## config.mk

```make
export PLATFORM = sky130hd
export DESIGN_NAME = multicycle_control
export DESIGN_NICKNAME = d
export VERILOG_FILES = /design/src/rtl/multicycle_control.sv
export SDC_FILE = /design/constraint.sdc
export NUM_CORES = 1
export LEC_CHECK = 0
export BUFFER_PORTS_ARGS = -buffer_cell sky130_fd_sc_hd__buf_2
export CAP_MARGIN = 20
export CORE_MARGIN = 5
export CORE_UTILIZATION = 49
export DETAILED_ROUTE_END_ITERATION = 7
export PLACE_DENSITY_LB_ADDON = 0.08
export SLEW_MARGIN = 30
export SYNTH_ARGS = -nofsm -noshare
export SYNTH_HDL_FRONTEND = slang
export SYNTH_SLANG_ARGS = --single-unit
```

## constraint.sdc

```tcl
create_clock -name clk -period 1.98 [get_ports clk]
set_input_delay 0.198 -clock clk [delete_from_list [all_inputs] [get_ports clk]]
set_output_delay 0.198 -clock clk [all_outputs]
set_load 0.01 [all_outputs]
```

## src/rtl/multicycle_control.sv

```systemverilog
// Main control FSM for the multicycle MIPS datapath.
// Sequences fetch/decode/execute/memory/writeback and drives every datapath
// strobe plus the 3-bit ALU operation class for the ALU control decoder.
// Optional feature: define MULTICYCLE_JAL_EN to enable the JAL path (state 12).
//
// state     | meaning
// ----------+--------------------------------------------------------------
// FETCH  0  | read instruction at PC, load IR and PC+4 on mem_ready_i
// DECODE 1  | register read, branch target precompute, opcode dispatch
// MEM_ADDR 2| effective address = A + sign-extended imm
// MEM_READ 3| load data read from ALUOut address
// MEM_WB 4  | write MDR to rt
// MEM_WRITE5| store B to ALUOut address
// R_EXEC 6  | R-type ALU operation
// R_WB 7    | write ALUOut to rd
// BRANCH 8  | compare A/B, conditional PC load from ALUOut
// JUMP 9    | PC <= jump target
// I_EXEC 10 | immediate ALU operation
// JR 11     | PC <= A
// JAL 12    | PC <= jump target, $31 <= PC+4 (MULTICYCLE_JAL_EN only)
// I_WB 13   | write ALUOut to rt
module multicycle_control #(
  parameter int MEM_WAIT_MAX = 15,
  parameter int TO_W         = 4
) (
  input  logic       clk,
  input  logic       reset,
  input  logic [5:0] opcode_i,
  input  logic [5:0] funct_i,
  input  logic       mem_ready_i,
  output logic       pc_write_o,
  output logic       pc_write_cond_o,
  output logic       branch_ne_o,
  output logic       i_or_d_o,
  output logic       mem_read_o,
  output logic       mem_write_o,
  output logic       ir_write_o,
  output logic       mem_to_reg_o,
  output logic       reg_write_o,
  output logic [1:0] reg_dst_o,
  output logic       alu_src_a_o,
  output logic [1:0] alu_src_b_o,
  output logic [1:0] pc_source_o,
  output logic [2:0] alu_op_o,
  output logic       illegal_o,
  output logic       timeout_o,
  output logic [3:0] state_o
);

  typedef enum logic [3:0] {
    S_FETCH     = 4'd0,
    S_DECODE    = 4'd1,
    S_MEM_ADDR  = 4'd2,
    S_MEM_READ  = 4'd3,
    S_MEM_WB    = 4'd4,
    S_MEM_WRITE = 4'd5,
    S_R_EXEC    = 4'd6,
    S_R_WB      = 4'd7,
    S_BRANCH    = 4'd8,
    S_JUMP      = 4'd9,
    S_I_EXEC    = 4'd10,
    S_JR        = 4'd11,
    S_JAL       = 4'd12,
    S_I_WB      = 4'd13
  } state_t;

  localparam logic [2:0] ALU_RTYPE = 3'b111;
  localparam logic [2:0] ALU_ADDI  = 3'b100;
  localparam logic [2:0] ALU_LUI   = 3'b001;
  localparam logic [2:0] ALU_ORI   = 3'b010;
  localparam logic [2:0] ALU_ANDI  = 3'b011;
  localparam logic [2:0] ALU_ADD   = 3'b101;
  localparam logic [2:0] ALU_SUB   = 3'b110;

  localparam logic [TO_W-1:0] WAIT_LIMIT = TO_W'(MEM_WAIT_MAX);

  state_t          state_q, state_d;
  logic [TO_W-1:0] cnt_q, cnt_d;
  logic            mem_state;
  logic            to_hit;
  logic            dec_illegal;

  // State and wait-counter registers.
  always_ff @(posedge clk or negedge reset) begin
    if (!reset) begin
      state_q <= S_FETCH;
      cnt_q   <= '0;
    end else begin
      state_q <= state_d;
      cnt_q   <= cnt_d;
    end
  end

  // Next-state, wait-counter and decode/timeout qualification.
  always_comb begin
    state_d     = S_FETCH;
    cnt_d       = '0;
    dec_illegal = 1'b0;
    mem_state   = (state_q == S_FETCH) || (state_q == S_MEM_READ) ||
                  (state_q == S_MEM_WRITE);
    // A ready on the limit cycle takes priority over the timeout.
    to_hit      = mem_state && (cnt_q == WAIT_LIMIT) && !mem_ready_i;

    unique case (state_q)
      S_FETCH:     state_d = mem_ready_i ? S_DECODE : S_FETCH;
      S_DECODE: begin
        unique case (opcode_i)
          6'b000000: begin
            unique case (funct_i)
              6'b001000: state_d = S_JR;
              6'b100000, 6'b100010, 6'b100101, 6'b000000,
              6'b000010, 6'b100100, 6'b100111: state_d = S_R_EXEC;
              default: dec_illegal = 1'b1;
            endcase
          end
          6'b100011, 6'b101011: state_d = S_MEM_ADDR;
          6'b000100, 6'b000101: state_d = S_BRANCH;
          6'b001000, 6'b001111, 6'b001101, 6'b001100: state_d = S_I_EXEC;
          6'b000010: state_d = S_JUMP;
`ifdef MULTICYCLE_JAL_EN
          6'b000011: state_d = S_JAL;
`endif
          default: dec_illegal = 1'b1;
        endcase
      end
      S_MEM_ADDR:  state_d = (opcode_i == 6'b100011) ? S_MEM_READ : S_MEM_WRITE;
      S_MEM_READ:  state_d = mem_ready_i ? S_MEM_WB : S_MEM_READ;
      S_MEM_WRITE: state_d = mem_ready_i ? S_FETCH : S_MEM_WRITE;
      S_R_EXEC:    state_d = S_R_WB;
      S_I_EXEC:    state_d = S_I_WB;
      default:     state_d = S_FETCH;
    endcase

    if (to_hit) begin
      state_d = S_FETCH;
    end else if (mem_state && !mem_ready_i) begin
      // Still waiting in the same memory state.
      cnt_d = cnt_q + TO_W'(1);
    end
  end

  // Moore-style strobe decode; timeout and reset force every strobe low.
  always_comb begin
    pc_write_o      = 1'b0;
    pc_write_cond_o = 1'b0;
    branch_ne_o     = 1'b0;
    i_or_d_o        = 1'b0;
    mem_read_o      = 1'b0;
    mem_write_o     = 1'b0;
    ir_write_o      = 1'b0;
    mem_to_reg_o    = 1'b0;
    reg_write_o     = 1'b0;
    reg_dst_o       = 2'b00;
    alu_src_a_o     = 1'b0;
    alu_src_b_o     = 2'b00;
    pc_source_o     = 2'b00;
    alu_op_o        = ALU_ADD;
    illegal_o       = 1'b0;
    timeout_o       = 1'b0;

    unique case (state_q)
      S_FETCH: begin
        mem_read_o  = 1'b1;
        alu_src_b_o = 2'b01;
        ir_write_o  = mem_ready_i;
        pc_write_o  = mem_ready_i;
      end
      S_DECODE: begin
        alu_src_b_o = 2'b11;
        illegal_o   = dec_illegal;
      end
      S_MEM_ADDR: begin
        alu_src_a_o = 1'b1;
        alu_src_b_o = 2'b10;
      end
      S_MEM_READ: begin
        mem_read_o = 1'b1;
        i_or_d_o   = 1'b1;
      end
      S_MEM_WB: begin
        reg_write_o  = 1'b1;
        mem_to_reg_o = 1'b1;
      end
      S_MEM_WRITE: begin
        mem_write_o = 1'b1;
        i_or_d_o    = 1'b1;
      end
      S_R_EXEC: begin
        alu_src_a_o = 1'b1;
        alu_op_o    = ALU_RTYPE;
      end
      S_R_WB: begin
        reg_write_o = 1'b1;
        reg_dst_o   = 2'b01;
      end
      S_BRANCH: begin
        alu_src_a_o     = 1'b1;
        alu_op_o        = ALU_SUB;
        pc_write_cond_o = 1'b1;
        pc_source_o     = 2'b01;
        branch_ne_o     = opcode_i[0];
      end
      S_JUMP: begin
        pc_write_o  = 1'b1;
        pc_source_o = 2'b10;
      end
      S_I_EXEC: begin
        alu_src_a_o = 1'b1;
        alu_src_b_o = 2'b10;
        unique case (opcode_i)
          6'b001000: alu_op_o = ALU_ADDI;
          6'b001111: alu_op_o = ALU_LUI;
          6'b001101: alu_op_o = ALU_ORI;
          6'b001100: alu_op_o = ALU_ANDI;
          default:   alu_op_o = ALU_ADD;
        endcase
      end
      S_JR: begin
        pc_write_o  = 1'b1;
        pc_source_o = 2'b11;
      end
`ifdef MULTICYCLE_JAL_EN
      S_JAL: begin
        pc_write_o  = 1'b1;
        pc_source_o = 2'b10;
        reg_write_o = 1'b1;
        reg_dst_o   = 2'b10;
      end
`endif
      S_I_WB: begin
        reg_write_o = 1'b1;
      end
      default: ;
    endcase

    if (to_hit || !reset) begin
      pc_write_o      = 1'b0;
      pc_write_cond_o = 1'b0;
      i_or_d_o        = 1'b0;
      mem_read_o      = 1'b0;
      mem_write_o     = 1'b0;
      ir_write_o      = 1'b0;
      mem_to_reg_o    = 1'b0;
      reg_write_o     = 1'b0;
      illegal_o       = 1'b0;
      timeout_o       = to_hit && reset;
    end
  end

  assign state_o = state_q;

endmodule

```

# Word-level counts from Yosys, hierarchy flattened
# Cells that the tools add are included.
dict set report word_totals {
  input_bits 15
  output_inout_bits 25
  ff_bits 8
}
dict set report op_classes {
  n_mux 38
  n_eq_ne 29
  n_addsub 1
  reduce_logical 24
}
# operator n
set op_table {}
lappend op_table {{6-bit == test, second input constant} 7}
lappend op_table {{6-bit by 4-bit == test with 1-bit output, second input constant} 5}
lappend op_table {{4-bit one-hot mux with 7 select lines} 1}
lappend op_table {{4-bit == test, second input constant} 6}
lappend op_table {{1-bit 2-to-1 mux} 23}
lappend op_table {{4-bit one-hot mux with 5 select lines} 1}
lappend op_table {{4-bit by 3-bit == test with 1-bit output, second input constant} 4}
lappend op_table {{6-bit by 2-bit == test with 1-bit output, second input constant} 2}
lappend op_table {{6-bit by 3-bit == test with 1-bit output, second input constant} 2}
lappend op_table {{6-bit logical NOT} 2}
lappend op_table {{4-bit 2-to-1 mux} 3}
lappend op_table {{2-bit one-hot mux with 3 select lines} 2}
lappend op_table {{3-bit one-hot mux with 4 select lines} 1}
lappend op_table {{2-bit OR reduction} 6}
lappend op_table {{3-bit 2-to-1 mux} 3}
lappend op_table {{3-bit one-hot mux with 3 select lines} 1}
lappend op_table {{9-bit OR reduction} 1}
lappend op_table {{4-bit by 2-bit == test with 1-bit output, second input constant} 2}
lappend op_table {{4-bit one-hot mux with 2 select lines} 1}
lappend op_table {{4-bit OR reduction} 2}
lappend op_table {{8-bit OR reduction} 1}
lappend op_table {{7-bit OR reduction} 1}
lappend op_table {{4-bit by 1-bit adder with 4-bit output, second input constant} 1}
lappend op_table {{4-bit by 1-bit == test with 1-bit output, second input constant} 1}
lappend op_table {{other kinds (6)} 13}

# Logic depth before layout (Yosys ltp)
dict set report depth {
  word_depth 7
  depth_mapped 5
  mapped_depth_nobuf 4
}

# Worst setup path after synthesis
# OpenSTA, ideal clock, no wires.
dict set report synth_timing {
  kind {register -> output}
  startpoint {register state_q[1], in the netlist state_o[1]}
  endpoint {output mem_read_o}
  t_arrival_ps 1584
  path_slack_ps 198
  required_time_ps 1782
  path_buffers 0
  stages_incl_launch_ff 5
  cell_sequence {dfrtp_1 or4_1 o22a_2 o21ai_4 nor4b_1}
}
dict set report synth_between {
  elab_chain_len 7
  elab_cells_between_ends 11
  classes_between {eq/ne (2); mux (2); reduce/logical (7)}
}
# item line_no
set synth_rtl {}
lappend synth_rtl {{from (decl)} 77} ;# state_t state_q, state_d;
lappend synth_rtl {{from (signal assigned)} 89} ;# state_q <= state_d;
lappend synth_rtl {{4-bit by 2-bit == test with 1-bit output / 4-bit logical NOT (equally long branches)} {99, 161}}
lappend synth_rtl {{1-bit logical OR (2 in series)} 99} ;# mem_state = (state_q == S_FETCH) || (state_q == S_MEM_READ) ||
lappend synth_rtl {{1-bit logical AND (2 in series)} 102} ;# to_hit = mem_state && (cnt_q == WAIT_LIMIT) && !mem_ready_i;
lappend synth_rtl {{1-bit logical OR} 236} ;# if (to_hit || !reset) begin
lappend synth_rtl {{1-bit 2-to-1 mux *} 236}
lappend synth_rtl {{to (decl)} 35} ;# output logic mem_read_o,
# Every way passes the cells marked *; elsewhere a longest branch is shown, timed or not.

# Worst setup path after layout
dict set report layout_timing {
  startpoint {register state_q[3], in the netlist state_o[3]}
  endpoint {output mem_read_o}
}
# Same word-level chain as after synthesis.

==> reports/metrics.cfg <==
[run_status]
status=finished, violations left
failed_checks=setup timing

[timing]
setup_viol=10
tightest_slew_ns=0.5002
period_needed_ns=2.097
hold_viol_final=0
rsz0062_at_grt=true
fmax_mhz=476.9
finalClockSkew_ns=0.0005820
period_share=1.059
slew_violations=0
relSlewSlack=0.6658
worst_slack_ns=-0.1169

[detailed_routing]
drt_pre_antenna_iters=5
vias=1285
routedWlPerCell_um=14.02
drt_iter0_drc=48
ant_nets=0
drt-total-wl_um=3056
drc_errors=0
via_per_inst=5.894

[final_layout]
layout_common_cells=buf_2 (38), nor2_1 (12), nor3_1 (11), a21oi_1 (11), buf_4 (9)
layout_commonest_cell=buf_2
num_antenna_cells=0
fin_cells=218
area_delta_synth_final_pct=29.09
drive_gt1_frac=0.3158
final_util=0.6436
final_nets=208

[power_and_ir_drop]
ir_drop_v=0.0002865
p_leak_uw=0.0006028
power.density_nw_per_um2=568.7

[critical_path]
crit_type=reg2out
crit_path_end_kind=output port
critPathMaxFanout=5
reg2reg_depth=6
cp_data_arrival_time_ns=1.90
cp.required_ns=1.78
start_kind=register

[cts]
htree_levels=1
numClockSinks=8
worstSkewPairLatency_ns=0.24
cts_buffers=3
clkTransAtPathRegs_ns=0.05
cts_tree=done
cts_max_path_buffers=2
cts-root-buf=clkbuf_4

[placement]
dp_cells=211
dp_hpwl_um=2112
gp_congestion=0.7822
port_buffers=38
dp_slack_ns=0.08721

[synth]
synthAdderAreaFrac=0.01168
synth_top_family_by_area=simple AND/OR/NAND/NOR gates
synth-simple-area-share=0.4451
synthXorXnorAreaFrac=0.03271
synth_seq_cells=8
async_reset_ff_frac=1.000
ys.warnings.count=0
ys.flop_type=dfrtp_1
synth_nets=166
synth_mux_area_frac=0.009346
netlist_instances=150
synth_seq_area_share=0.1869
synth-edff-count=0
synth_compound_area_frac=0.2430
avgSynthCellArea_sq_um=7.140
synth.distinct_cells=49
synth.cell_area_sq_um=1071

[run]
cap_viol_max_count=0

[floorplanning]
dieArea_sq_um=3221
core-area_sq_um=2148
io_pins=40
start_util=0.4985
rows=17
die_y_um=56.75
fp.dieW_um=56.75

[grt]
groute.usage.overall=0.1831
grt_max_degree=27
grt_pass1_wl_um=4843
grt_overflow_total=0
grt_pass1_vias=1135
antenna_found_initial=0

[worst_hold_path]
hp-class=in2reg
holdPathStages=4

[stage by stage]
step	area (sq um)	setup TNS [ns]	hold slack [ns]	power (uW)
floorplan	1071	0	-0.09759	487.6
global placement	1299	0	0.06571	626.1
detailed placement	1299	0	0.07022	633.0
CTS	1370	-0.6825	0.2877	780.1
global route	1383	-1.598	0.3033	850.7
finish	1383	-0.8566	0.2959	786.2
[cell usage after synthesis (all sizes together), types with 2 or more instances]
master	instances	share of area
nor2	12	0.042
or3b	3	0.025
and3	2	0.012
o21ai	7	0.043
a21boi	2	0.014
a211oi	3	0.021
xnor2	4	0.033
nor2b	6	0.035
or4b	2	0.019
nor3	12	0.056
dfrtp	8	0.19
nand2b	8	0.047
a211o	2	0.016
a21oi	11	0.051
buf	4	0.021
clkbuf	9	0.033
nand4	2	0.012
and2	2	0.012
o22ai	2	0.012
nor4	3	0.018
nand3	2	0.0093
inv	4	0.014
nand3b	2	0.014
a31oi	4	0.023
nor3b	3	0.021
nand2	8	0.028
nand4b	3	0.025
nor4b	4	0.033
[final cells by class]
| cell class | instances | area, sq um |
|---|---|---|
| multi-input cells | 126 | 830.8 |
| fillers | 203 | 765.7 |
| clock buffers | 3 | 22.52 |
| inverters | 4 | 15.01 |
| well taps | 28 | 35.03 |
| flip-flops and latches | 8 | 200.2 |
| repair buffers | 49 | 279.0 |
[layer usage]
metal | vias up | global-route usage | share of wire
met4 | 0 | 0.04967 | 0
met5 | - | 0 | 0
li1 | 643 | - | -
met2 | 30 | 0.3482 | 0.53
met1 | 612 | 0.2110 | 0.44
met3 | 0 | 0.02299 | 0.040
[worst max-delay path: stages, from the launching register on]
cell and delay, ns:
dfrtp_1 0.38, or4_1 0.50, o22a_2 0.30, o21ai_4 0.23, nor4b_2 0.09, buf_2 0.17
[final timing paths]
path	startpoint	to	slack (ns)
max reg2reg	state_o[3]	state_o[1]	0.12
min in group asynchronous	reset	state_o[3]	0.35
min	funct_i[4]	state_o[2]	0.30
max	state_o[3]	mem_read_o	-0.12
max in group asynchronous	reset	cnt_q[2]	1.42
min reg2reg	cnt_q[0]	cnt_q[0]	0.50
[what timing repair did]
action,4_1_cts,5_1_grt
setup buffers,2,0
hold endpoints to repair,8,0
pin swaps,7,0
gates resized for setup,3,2
gates cloned,1,0
setup endpoints to repair,10,11
hold buffers,1,0
[kinds of logic (layout without fill, tap and decap cells)]
family,after synthesis,in the layout
xor gates and xnor gates,4,4
buffers and inverters,17,56
other,1,1
muxes,1,1
adders and majority gates,1,1
and+or+nand+nor,79,79
DFF,8,8
AOI/OAI and AO/OA,39,40
[sequential cells by signal, indices dropped and copies added, names as in the netlist]
| name | count |
|---|---|
| cnt_q | 4 |
| state_o | 4 |
[power by group]
group          switching, uW  internal, uW  leakage (uW)
Sequential              17.7           187      0.000109
Clock                   48.9          68.9     0.0000138
Combinational            270           194      0.000480
Note: power is estimated with default switching activity, not from simulation.
